$ cat src/rtl/param_counter.sv
// param_counter: up/down counter over 0..modulus with wrap or saturate at the
// boundary, a synchronous parallel load and an enable prescaler. The overflow,
// underflow and tick pulses are registered on the same edge as the count update.
// terminal is combinational from the current count and the current direction.
//
// Handshake: there is none. Every input is sampled on each posedge, and the
// outputs reflect the result of that edge.
module param_counter #(
    parameter int WIDTH          = 8,
    parameter int PRESCALE_WIDTH = 4
) (
    input  logic                      clk,
    input  logic                      reset,
    input  logic                      enable,
    input  logic                      up_down,
    input  logic                      saturate,
    input  logic                      load,
    input  logic [WIDTH-1:0]          load_value,
    input  logic [WIDTH-1:0]          modulus,
    input  logic [PRESCALE_WIDTH-1:0] prescale,
    output logic [WIDTH-1:0]          count,
    output logic                      overflow,
    output logic                      underflow,
    output logic                      tick,
    output logic                      terminal
);

    // Prescaler phase. It counts enabled cycles since the last tick.
    logic [PRESCALE_WIDTH-1:0] div;

    // Values produced by a tick, computed from the present count and the inputs.
    logic [WIDTH-1:0] next_count;
    logic             next_overflow;
    logic             next_underflow;
    logic [WIDTH-1:0] load_clamped;
    logic             tick_due;

    // The >= test lets a prescale that drops below div fire on the next enabled cycle.
    assign tick_due = (div >= prescale);

    // A load is clamped into the legal range 0..modulus.
    assign load_clamped = (load_value > modulus) ? modulus : load_value;

    // The boundary is direction dependent: modulus going up, zero going down.
    assign terminal = up_down ? (count >= modulus) : (count == '0);

    // Decide what a tick does to the count and which boundary pulse it raises.
    always_comb begin
        next_count     = count;
        next_overflow  = 1'b0;
        next_underflow = 1'b0;
        if (up_down) begin
            if (count < modulus) begin
                next_count = count + 1'b1;
            end else begin
                // count >= modulus also covers a modulus lowered below the count.
                next_count    = saturate ? modulus : '0;
                next_overflow = 1'b1;
            end
        end else begin
            if (count > modulus) begin
                // The modulus was lowered mid-run. The count snaps back into range
                // without an underflow.
                next_count = modulus;
            end else if (count != '0) begin
                next_count = count - 1'b1;
            end else begin
                next_count     = saturate ? '0 : modulus;
                next_underflow = 1'b1;
            end
        end
    end

    // Priority on each edge: reset, then load, then an enabled tick, then hold.
    // The pulses clear on every edge that has no tick.
    always_ff @(posedge clk) begin
        if (reset) begin
            count     <= '0;
            div       <= '0;
            overflow  <= 1'b0;
            underflow <= 1'b0;
            tick      <= 1'b0;
        end else if (load) begin
            count     <= load_clamped;
            div       <= '0;
            overflow  <= 1'b0;
            underflow <= 1'b0;
            tick      <= 1'b0;
        end else if (enable && tick_due) begin
            count     <= next_count;
            div       <= '0;
            overflow  <= next_overflow;
            underflow <= next_underflow;
            tick      <= 1'b1;
        end else begin
            if (enable) begin
                div <= div + 1'b1;
            end
            overflow  <= 1'b0;
            underflow <= 1'b0;
            tick      <= 1'b0;
        end
    end

endmodule

$ cat config.mk
export PLATFORM = sky130hd
export DESIGN_NAME = param_counter
export DESIGN_NICKNAME = d
export VERILOG_FILES = /design/src/rtl/param_counter.sv
export SDC_FILE = /design/constraint.sdc
export NUM_CORES = 1
export LEC_CHECK = 0
export CORE_MARGIN = 8
export CORE_UTILIZATION = 56
export DETAILED_ROUTE_END_ITERATION = 12
export PLACE_DENSITY = 0.87
export SETUP_SLACK_MARGIN = 0.05
export SYNTH_ARGS = -nofsm -noshare
export SYNTH_HDL_FRONTEND = slang
export SYNTH_SLANG_ARGS = --single-unit
$ cat constraint.sdc
create_clock -name clk -period 4.6 [get_ports clk]
set_input_delay 0.92 -clock clk [delete_from_list [all_inputs] [get_ports clk]]
set_output_delay 0.92 -clock clk [all_outputs]
set_load 0.02 [all_outputs]
# Word-level counts from Yosys, hierarchy flattened
# Index checks and enable logic that the tools add are counted.
# classes
addsub,3
n_lt_le_gt_ge,5
n_mux,13
bitwise_logic,2
reduce_logical,8
# ops
cell,n
$mux 8,9
$gt 8x8->1,2
$add 8x1->8 const B,1
$ge 8x8->1,1
$logic_not 8->1,1
$lt 8x8->1,1
$reduce_bool 8->1,1
$sub 8x1->8 const B,1
$reduce_or 5->1,1
$add 4x1->4 const B,1
$ge 4x4->1,1
$mux 1,4
$reduce_or 4->1,1
$reduce_or 3->1,1
$not 1->1,2
$reduce_bool 2->1,1
$reduce_or 2->1,1
$logic_and 1x1->1,1
# word_totals
register_bits,15
inputBits,26
output_inout_bits,12
word_cells,36

# Longest topological paths before layout
# Gate-level depths: netlist of run 1.
# logic_depth
depth_word,6
depth_mapped,11
mapped_depth_nobuf,9

# Worst setup path after synthesis of run 1
# OpenSTA, ideal clock, no wires.
# synth_timing
path_kind,input to output
from,input modulus[1]
to,output terminal
t_arrival_ps,2328
setup_slack_ps,1352
cell_stages,8
cell_sequence,inv_1 > ha_1 > nor2b_4 > o211ai_2 > a21oi_4 > nor2_2 > buf_6 > a31oi_1
# synth_between
elab_chain_len,2
# synth_lines
item,line,text
"start, declared",19,"input logic [WIDTH-1:0] modulus,"
$ge 8x8->1,45,assign terminal = up_down ? (count >= modulus) : (count == '0);
$mux 1,45,
"end, declared",25,output logic terminal
# Every way passes these cells.

# Final worst setup path of run 1
# layout_timing
from,input modulus[3]
to,output terminal
# The elaborated chain is that of the path after synthesis.

==> flow_summary.json, run 1 <==
{
  "violations": "DRC",
  "cts_max_level": 1,
  "cts_buffer_depth": 2,
  "initialDrtViolationCount": 191,
  "die_y_um": 72.7,
  "slew_headroom_pct": 57.7,
  "worstPathRequired_ps": 3680,
  "route.detailed.drc": 1,
  "cap_viol_max_count": 0,
  "worst_pin_slew_ps": 634,
  "ios": 38,
  "worstPathArrival_ps": 3240,
  "cts-hold-fix-buffers": 0,
  "syn_area_um2": 1800,
  "cts_root_buf": "clkbuf_4",
  "grt_pass1_vias": 1821,
  "rsz0062_at_grt": "false",
  "io_buffers": 37,
  "skew_ps": 6.95,
  "p_int_uw": 284,
  "sequentialPowerShare_pct": 33.0,
  "worstReg2RegEnd": "count[7]",
  "peakVddDrop_mv": 0.0853,
  "design.final.nets": 310,
  "min_period_ps": 4160,
  "rrSetupSlack_ps": 1890,
  "final_cell_mix": "clkdlybuf4s50_1, nor2_1, ha_1",
  "worst_setup_path_end_kind": "output port",
  "crit_path_max_fanout": 7,
  "grt_pass1_wl_mm": 8.44,
  "n_antenna_cell": 0,
  "maxSlewViolCount": 0,
  "synth_nets": 280,
  "cts_resized": 0,
  "hold_start": "div[2]",
  "holdPathStages": 2,
  "synthCells": 230,
  "p_leak_nw": 0.912,
  "path_clk_slew_ps": 100,
  "dr.pass1.iters": 9,
  "min_to": "div[2]",
  "grt.total_usage_pct": 19.4,
  "clock_power_share_pct": 16.3,
  "power-per-cell-area_nw_per_um2": 219,
  "hold_violations": 0,
  "dp_hpwl_mm": 3.85,
  "finalSetupViolCount": 0,
  "synth.distinct_cells": 47,
  "crit_type": "in2out",
  "cts_buffers": 3,
  "r2r_start": "count[3]",
  "vias_per_cell": 6.00,
  "fmax_ghz": 0.240,
  "p_comb_share_pct": 50.7,
  "gp_congestion": 0.979,
  "rows": 20,
  "p_sw_uw": 199,
  "whs_ps": 590,
  "async_flop_share_pct": 0,
  "vias": 1818,
  "drt_wl_total_mm": 4.92,
  "synth_edf_count": 0,
  "cts_sinks": 15,
  "start_util_pct": 59.0,
  "ys_ff_latch": 15,
  "synth.avg_cell_area_um2": 7.83,
  "seq_area_um2": 300,
  "yosysWarnings": 0,
  "post-cts-setup-buffers": 0,
  "area_growth_pct": 22.2,
  "setup_tns_ps": 0,
  "cts_tree": "yes",
  "hold_class": "reg2reg",
  "layout_commonest_cell": "clkdlybuf4s50_1",
  "core_area_um2": 3050,
  "multi_input_comb_area_um2": 1350,
  "nFillCells": 249,
  "ys_seq_area_share_pct": 16.7,
  "post_drt_wl_per_cell_um": 16.2,
  "grt_overflow": 0,
  "startpoint_type": "input pin",
  "post-route-period-util_pct": 90.5,
  "layout-drive-gt1-share_pct": 8.88,
  "outcome": "complete, but fails checks",
  "r2r.worst_path.cells": 8,
  "postRouteAntennaNets": 0,
  "die_w_um": 72.7,
  "ys.flop_type": "dfxtp_1",
  "grt_max_degree": 25,
  "antenna_found_initial": 0,
  "clk_latency_ps": 290,
  "swShare_pct": 41.2,
  "die_area_um2": 5290
}
==> cell families (layout without fill, tap and decap cells) <==
logic type,Yosys count,after routing,share of synthesized area [%]
xor+xnor,15,15,7.30
compound gates,58,58,26.6
buf+inv,34,63,8.34
simple gates,81,81,22.2
mux,3,3,2.22
flops,15,15,16.7
fa+ha+maj,24,24,16.7
==> synthesized netlist by cell type (all sizes together) (8+ instances only) <==
| cell | number | area [um2] |
|---|---|---|
| a21oi | 8 | 51.3 |
| nand2 | 23 | 86.3 |
| xnor2 | 8 | 70.1 |
| inv | 18 | 67.6 |
| o211ai | 8 | 78.8 |
| nor2 | 29 | 121 |
| ha | 24 | 300 |
| a31oi | 9 | 56.3 |
| dfxtp | 15 | 300 |
| clkbuf | 10 | 38.8 |
==> flip-flops by register name, indices dropped and copies added, names as in the netlist <==
name / flops
div: 4
overflow: 1
count: 8
tick: 1
underflow: 1
==> layout make-up <==
class,count,area share [%]
clock buffer,3,1.02
clock inverter,1,0.227
inverter,18,3.07
multi-input combinational,181,61.3
sequential,15,13.6
tap,44,2.50
timing repair buffer,41,18.2
==> metrics by stage <==
step	power [mW]	setup slack, ps	instances	util [%]	area, um2
2_1_floorplan	0.329	1350	230	-	1800
3_3_place_gp	0.399	505	299	71.2	2170
3_5_place_dp	0.405	471	299	71.2	2170
4_1_cts	0.479	470	303	72.1	2200
5_1_grt	0.515	325	303	72.1	2200
6_report	0.483	438	303	72.1	2200
==> critical path: stages <==
cell and delay (ps):
clkdlybuf4s50_1 570, inv_1 100, ha_1 350, a21oi_1 140, a21oi_4 290, nor2_2 80, a31oi_1 160, clkdlybuf4s50_1 620
==> routing by layer <==
| layer | share of wire, % | vias to the layer above | global-route usage, % |
|---|---|---|---|
| met5 | 0 | - | 0 |
| li1 | - | 907 | - |
| met1 | 43 | 821 | 24.3 |
| met4 | 1.2 | 0 | 5.56 |
| met3 | 6.5 | 10 | 2.34 |
| met2 | 50 | 80 | 33.5 |
==> worst max path at each step <==
| stage | endpoint | slack, ps | cells after the start | from |
|---|---|---|---|---|
| 3_5_place_dp | terminal | 470 | 8 | modulus[3] |
| 3_3_place_gp | terminal | 500 | 9 | modulus[1] |
| 5_1_grt | terminal | 330 | 8 | modulus[3] |
| 6_report | terminal | 440 | 8 | modulus[3] |
| 4_1_cts | terminal | 470 | 8 | modulus[3] |
| 2_1_floorplan | terminal | 1350 | 8 | modulus[1] |
==> power by group through the flow <==
stage          clock, mW  sequential (mW)  combinational (mW)
2_1_floorplan          0            0.157               0.172
3_3_place_gp           0            0.162               0.238
3_5_place_dp           0            0.162               0.243
4_1_cts           0.0773            0.159               0.244
5_1_grt           0.0846            0.161               0.269
6_report          0.0786            0.159               0.245
No activity file was read; power rests on OpenSTA's default activity.
==> run 2: changes to the inputs <==
--- a/config.mk
+++ b/config.mk
@@ -7,7 +7,7 @@
 export LEC_CHECK = 0
 export CORE_MARGIN = 8
-export CORE_UTILIZATION = 56
+export CORE_UTILIZATION = 55
 export DETAILED_ROUTE_END_ITERATION = 12
-export PLACE_DENSITY = 0.87
+export PLACE_DENSITY = 0.85
 export SETUP_SLACK_MARGIN = 0.05
 export SYNTH_ARGS = -nofsm -noshare
==> constraint.sdc (replaced) <==
create_clock -name clk -period 4.6 [get_ports clk]
set_input_delay 0.46 -clock clk [delete_from_list [all_inputs] [get_ports clk]]
set_output_delay 0.46 -clock clk [all_outputs]
set_load 0.02 [all_outputs]
==> flow_summary.json, run 2 (synthesis gave the netlist of run 1 again) <==
{
  "worst_setup_path_end_kind": "output port",
  "grt_pass1_vias": 1749,
  "finalWorstSetupSlack_ps": 1060,
  "min_period_ps": 3540,
  "worst_pin_slew_ps": 910,
  "dp_hpwl_mm": 3.75,
  "maxSlewViolCount": 0,
  "seq_area_um2": 300,
  "area_growth_pct": 20.9,
  "drt_wl_total_mm": 4.83,
  "die_y_um": 73.2,
  "io_buffers": 37,
  "crit_start": "modulus[3]",
  "layout_commonest_cell": "clkdlybuf4s50_1",
  "final_cell_mix": "clkdlybuf4s50_1, nor2_1, ha_1",
  "n_antenna_cell": 0,
  "start_util_pct": 58.5,
  "p_leak_nw": 0.896,
  "skew_ps": 9.11,
  "cts_buffer_depth": 2,
  "grt_max_degree": 25,
  "r2r_start": "count[3]",
  "worstReg2RegEnd": "count[7]",
  "endpoint": "terminal",
  "cts_root_buf": "clkbuf_4",
  "ios": 38,
  "setup_tns_ps": 0,
  "initialDrtViolationCount": 207,
  "core_area_um2": 3080,
  "cts_max_level": 1,
  "gp_congestion": 0.918,
  "post-cts-setup-buffers": 0,
  "path_clk_slew_ps": 80,
  "r2r.worst_path.cells": 7,
  "post_drt_wl_per_cell_um": 16.1,
  "finalSetupViolCount": 0,
  "worstPathRequired_ps": 4140,
  "startpoint_type": "input pin",
  "rows": 20,
  "multi_input_comb_area_um2": 1350,
  "outcome": "complete, no violations",
  "final_core_util_pct": 70.7,
  "crit_path_max_fanout": 11,
  "cts_resized": 0,
  "vias": 1812,
  "cts_sinks": 15,
  "postRouteAntennaNets": 0,
  "post-route-period-util_pct": 76.9,
  "top_register": "count",
  "cts_buffers": 3,
  "fmax_ghz": 0.283,
  "crit_type": "in2out",
  "cts-hold-fix-buffers": 0,
  "dp_slack_ps": 1110,
  "dr.pass1.iters": 4,
  "die_w_um": 73.2,
  "rrSetupSlack_ps": 1770,
  "worstPathArrival_ps": 3080,
  "clk_latency_ps": 280,
  "grt_overflow": 0,
  "cts_tree": "yes",
  "design.final.nets": 307,
  "cap_viol_max_count": 0,
  "grt_pass1_wl_mm": 8.25,
  "power-per-cell-area_nw_per_um2": 219,
  "vias_per_cell": 6.04,
  "largest_register_ffs": 8,
  "grt.total_usage_pct": 19.2,
  "rsz0062_at_grt": "false",
  "hold_class": "reg2reg",
  "peakVddDrop_mv": 0.0965,
  "largestRegisters": "count (8), div (4)",
  "hold_violations": 0,
  "layout-drive-gt1-share_pct": 7.42,
  "slew_headroom_pct": 39.2,
  "route.detailed.drc": 0,
  "die_area_um2": 5360,
  "antenna_found_initial": 0,
  "nFillCells": 276
}
-- run 2: cell count changes in the layout (fill, tap and decap cells not counted) --
cell      before  now
clkinv_2       1    0
buf_4          4    1
clkbuf_1       0    1
-- run 2: critical path, stage by stage --
cell and delay, ps:
clkdlybuf4s50_1 550, inv_1 90, ha_1 350, a21oi_1 310, a21oi_4 140, nor2_2 430
a31oi_1 160, clkdlybuf4s50_1 580
-- run 2: cell type report --
| cell class | instances | share of cell area, % |
|---|---|---|
| inverters | 18 | 3.10 |
| multi-input cells | 181 | 62.0 |
| well taps | 44 | 2.53 |
| flip-flops and latches | 15 | 13.8 |
| repair buffers | 38 | 17.4 |
| clock buffers | 4 | 1.21 |
-- run 2: worst min-delay path by stage --
stage / from / to / cells after the start
after detailed placement: div[3] / div[3] / 2
after floorplan: div[1] / div[1] / 2
after CTS: div[3] / div[3] / 2
after global routing: div[3] / div[3] / 2
final: div[0] / div[0] / 2
after global placement: div[3] / div[3] / 2
-- run 2: where the power goes --
part / total (mW) / internal (mW) / switching [mW]
sequential: 0.160 / 0.138 / 0.0222
combinational: 0.241 / 0.112 / 0.129
clock: 0.0752 / 0.0336 / 0.0416
total: 0.476 / 0.283 / 0.193
-- run 2: stage by stage --
stage / hold slack [ps] / total power, mW / instance area (um2) / instances
floorplan: 529 / 0.329 / 1800 / 230
global route: 597 / 0.514 / 2180 / 300
detailed placement: 561 / 0.402 / 2150 / 296
finish: 572 / 0.476 / 2180 / 300
CTS: 573 / 0.477 / 2180 / 300
global placement: 548 / 0.396 / 2150 / 296
-- run 2: layer usage --
layer	GRT usage [%]	vias up	wire length (um)
met3	2.34	6	384
met1	25.4	831	2120
met4	7.56	0	65
li1	-	897	-
met2	30.4	78	2260
met5	0	-	0
==> run 3: changes to the inputs <==
- CORE_UTILIZATION: 55 -> 47
- PLACE_DENSITY: 0.85 -> 0.77
- clock period: 4.6 -> 3 ns (I/O delays scaled with it)
==> flow_summary.json, run 3 (synthesis gave the netlist of run 1 again) <==
{
  "finalSetupViolCount": 0,
  "gp_congestion": 0.918,
  "dp_hpwl_mm": 4.16,
  "drt_wl_total_mm": 5.20,
  "power-per-cell-area_nw_per_um2": 351,
  "startpoint_type": "input pin",
  "worstPathRequired_ps": 3200,
  "fin_cells": 322,
  "r2r_start": "count[1]",
  "final_core_util_pct": 64.0,
  "dp_slack_ps": 68.3,
  "crit_path_max_fanout": 9,
  "fmax_ghz": 0.383,
  "path_clk_slew_ps": 70,
  "outcome": "complete, no violations",
  "vias_per_cell": 5.92,
  "cts-hold-fix-buffers": 0,
  "worstPathArrival_ps": 2810,
  "maxSlewViolCount": 0,
  "path_cells": "clkdlybuf4s50_1 -> inv_1 -> ha_1 -> a21oi_2 -> a21oi_4 -> nor2_2 -> buf_4 -> mux2_4 -> a211oi_1 -> o221a_2",
  "cap_viol_max_count": 0,
  "cts_root_buf": "clkbuf_8",
  "layout-drive-gt1-share_pct": 14.2,
  "p_leak_nw": 1.01,
  "cts_sinks": 15,
  "layout_commonest_cell": "clkdlybuf4s50_1",
  "slew_headroom_pct": 39.0,
  "largest_register_ffs": 8,
  "hold_start": "div[3]",
  "cp_top_family": "buffers and inverters",
  "hold_class": "reg2reg",
  "final_cell_mix": "clkdlybuf4s50_1, nor2_1, ha_1",
  "largestRegisters": "count (8), div (4)",
  "peakVddDrop_mv": 0.180,
  "route.detailed.drc": 0,
  "finalWorstSetupSlack_ps": 387,
  "post_drt_wl_per_cell_um": 16.1,
  "power_uw": 823,
  "cts_buffers": 3,
  "start_util_pct": 49.2,
  "top_register": "count",
  "rsz0062_at_grt": "false",
  "hold_violations": 0,
  "cts_max_level": 1,
  "grt.total_usage_pct": 17.3,
  "grt_pass1_vias": 1873,
  "cp.buffers_inverters": 3,
  "design.final.nets": 325,
  "dr.pass1.iters": 5,
  "dp_cells": 318,
  "worst_setup_path_end_kind": "flip-flop",
  "die_y_um": 77.9,
  "postRouteAntennaNets": 0,
  "crit_start": "modulus[3]",
  "cts_tree": "yes",
  "initialDrtViolationCount": 185,
  "antenna_found_initial": 0,
  "grt_overflow": 0,
  "io_buffers": 37,
  "nFillCells": 335,
  "cts_buffer_depth": 2,
  "worst_pin_slew_ps": 909,
  "area_growth_pct": 30.2,
  "grt_max_degree": 24,
  "die_w_um": 77.9,
  "core_area_um2": 3660,
  "cp_slowest_stage_delay_ps": 540,
  "n_antenna_cell": 0,
  "rows": 22,
  "crit_type": "in2reg",
  "vias": 1907,
  "min_period_ps": 2610,
  "die_area_um2": 6070,
  "grt_pass1_wl_mm": 8.74,
  "setup_tns_ps": 0,
  "ios": 38,
  "clk_latency_ps": 250,
  "skew_ps": 1.29,
  "slowest_stage": "clkdlybuf4s50_1",
  "post-route-period-util_pct": 87.1
}
run 3: layer usage:
metal / track usage, % / up-vias / wire [um]
li1: - / 938 / -
met1: 21.2 / 859 / 2240
met2: 29.4 / 102 / 2430
met3: 3.69 / 8 / 449
met4: 5.19 / 0 / 82
met5: 0 / - / 0
run 3: power by group:
part           switching, mW  leakage [nW]  internal [mW]
registers             0.0150         0.123          0.211
clock network         0.0797        0.0255         0.0921
logic                  0.228         0.860          0.197
run 3: worst paths after layout:
check | endpoint | slack (ps) | cells past startpoint
max reg2reg | count[0] | 480 | 9
min reg2reg | div[3] | 570 | 2
max | count[0] | 390 | 10
min | div[3] | 570 | 2
run 3: per-stage QoR:
step | hold slack [ps] | area [um2]
finish | 568 | 2340
global route | 611 | 2340
CTS | 569 | 2340
detailed placement | 548 | 2290
global placement | 561 | 2290
floorplan | 372 | 1800
run 3: final cells by class:
class | instances | area, um2 | area share, %
Sequential cell | 15 | 300 | 12.8
Inverter | 18 | 67.6 | 2.88
Clock inverter | 1 | 5.00 | 0.214
Timing Repair Buffer | 56 | 515 | 22.0
Multi-Input combinational cell | 181 | 1350 | 57.8
Clock buffer | 3 | 41.3 | 1.76
Tap cell | 48 | 60.1 | 2.56
run 3: worst register-to-register path: cells and delay by family (launching register included):
| kind | cells | cell delay (ps) |
|---|---|---|
| AND/OR/NAND/NOR | 2 | 310 |
| multiplexers | 1 | 310 |
| AO/OA/AOI/OAI | 4 | 780 |
| flip-flops | 1 | 530 |
| buffers and inverters | 1 | 200 |
| adder cells (fa/ha/maj) | 1 | 320 |
run 3: timing repair:
action | CTS | global route
buffers inserted | 0 | 0
resized for setup | 0 | 2
setup endpoints to repair | 0 | 1
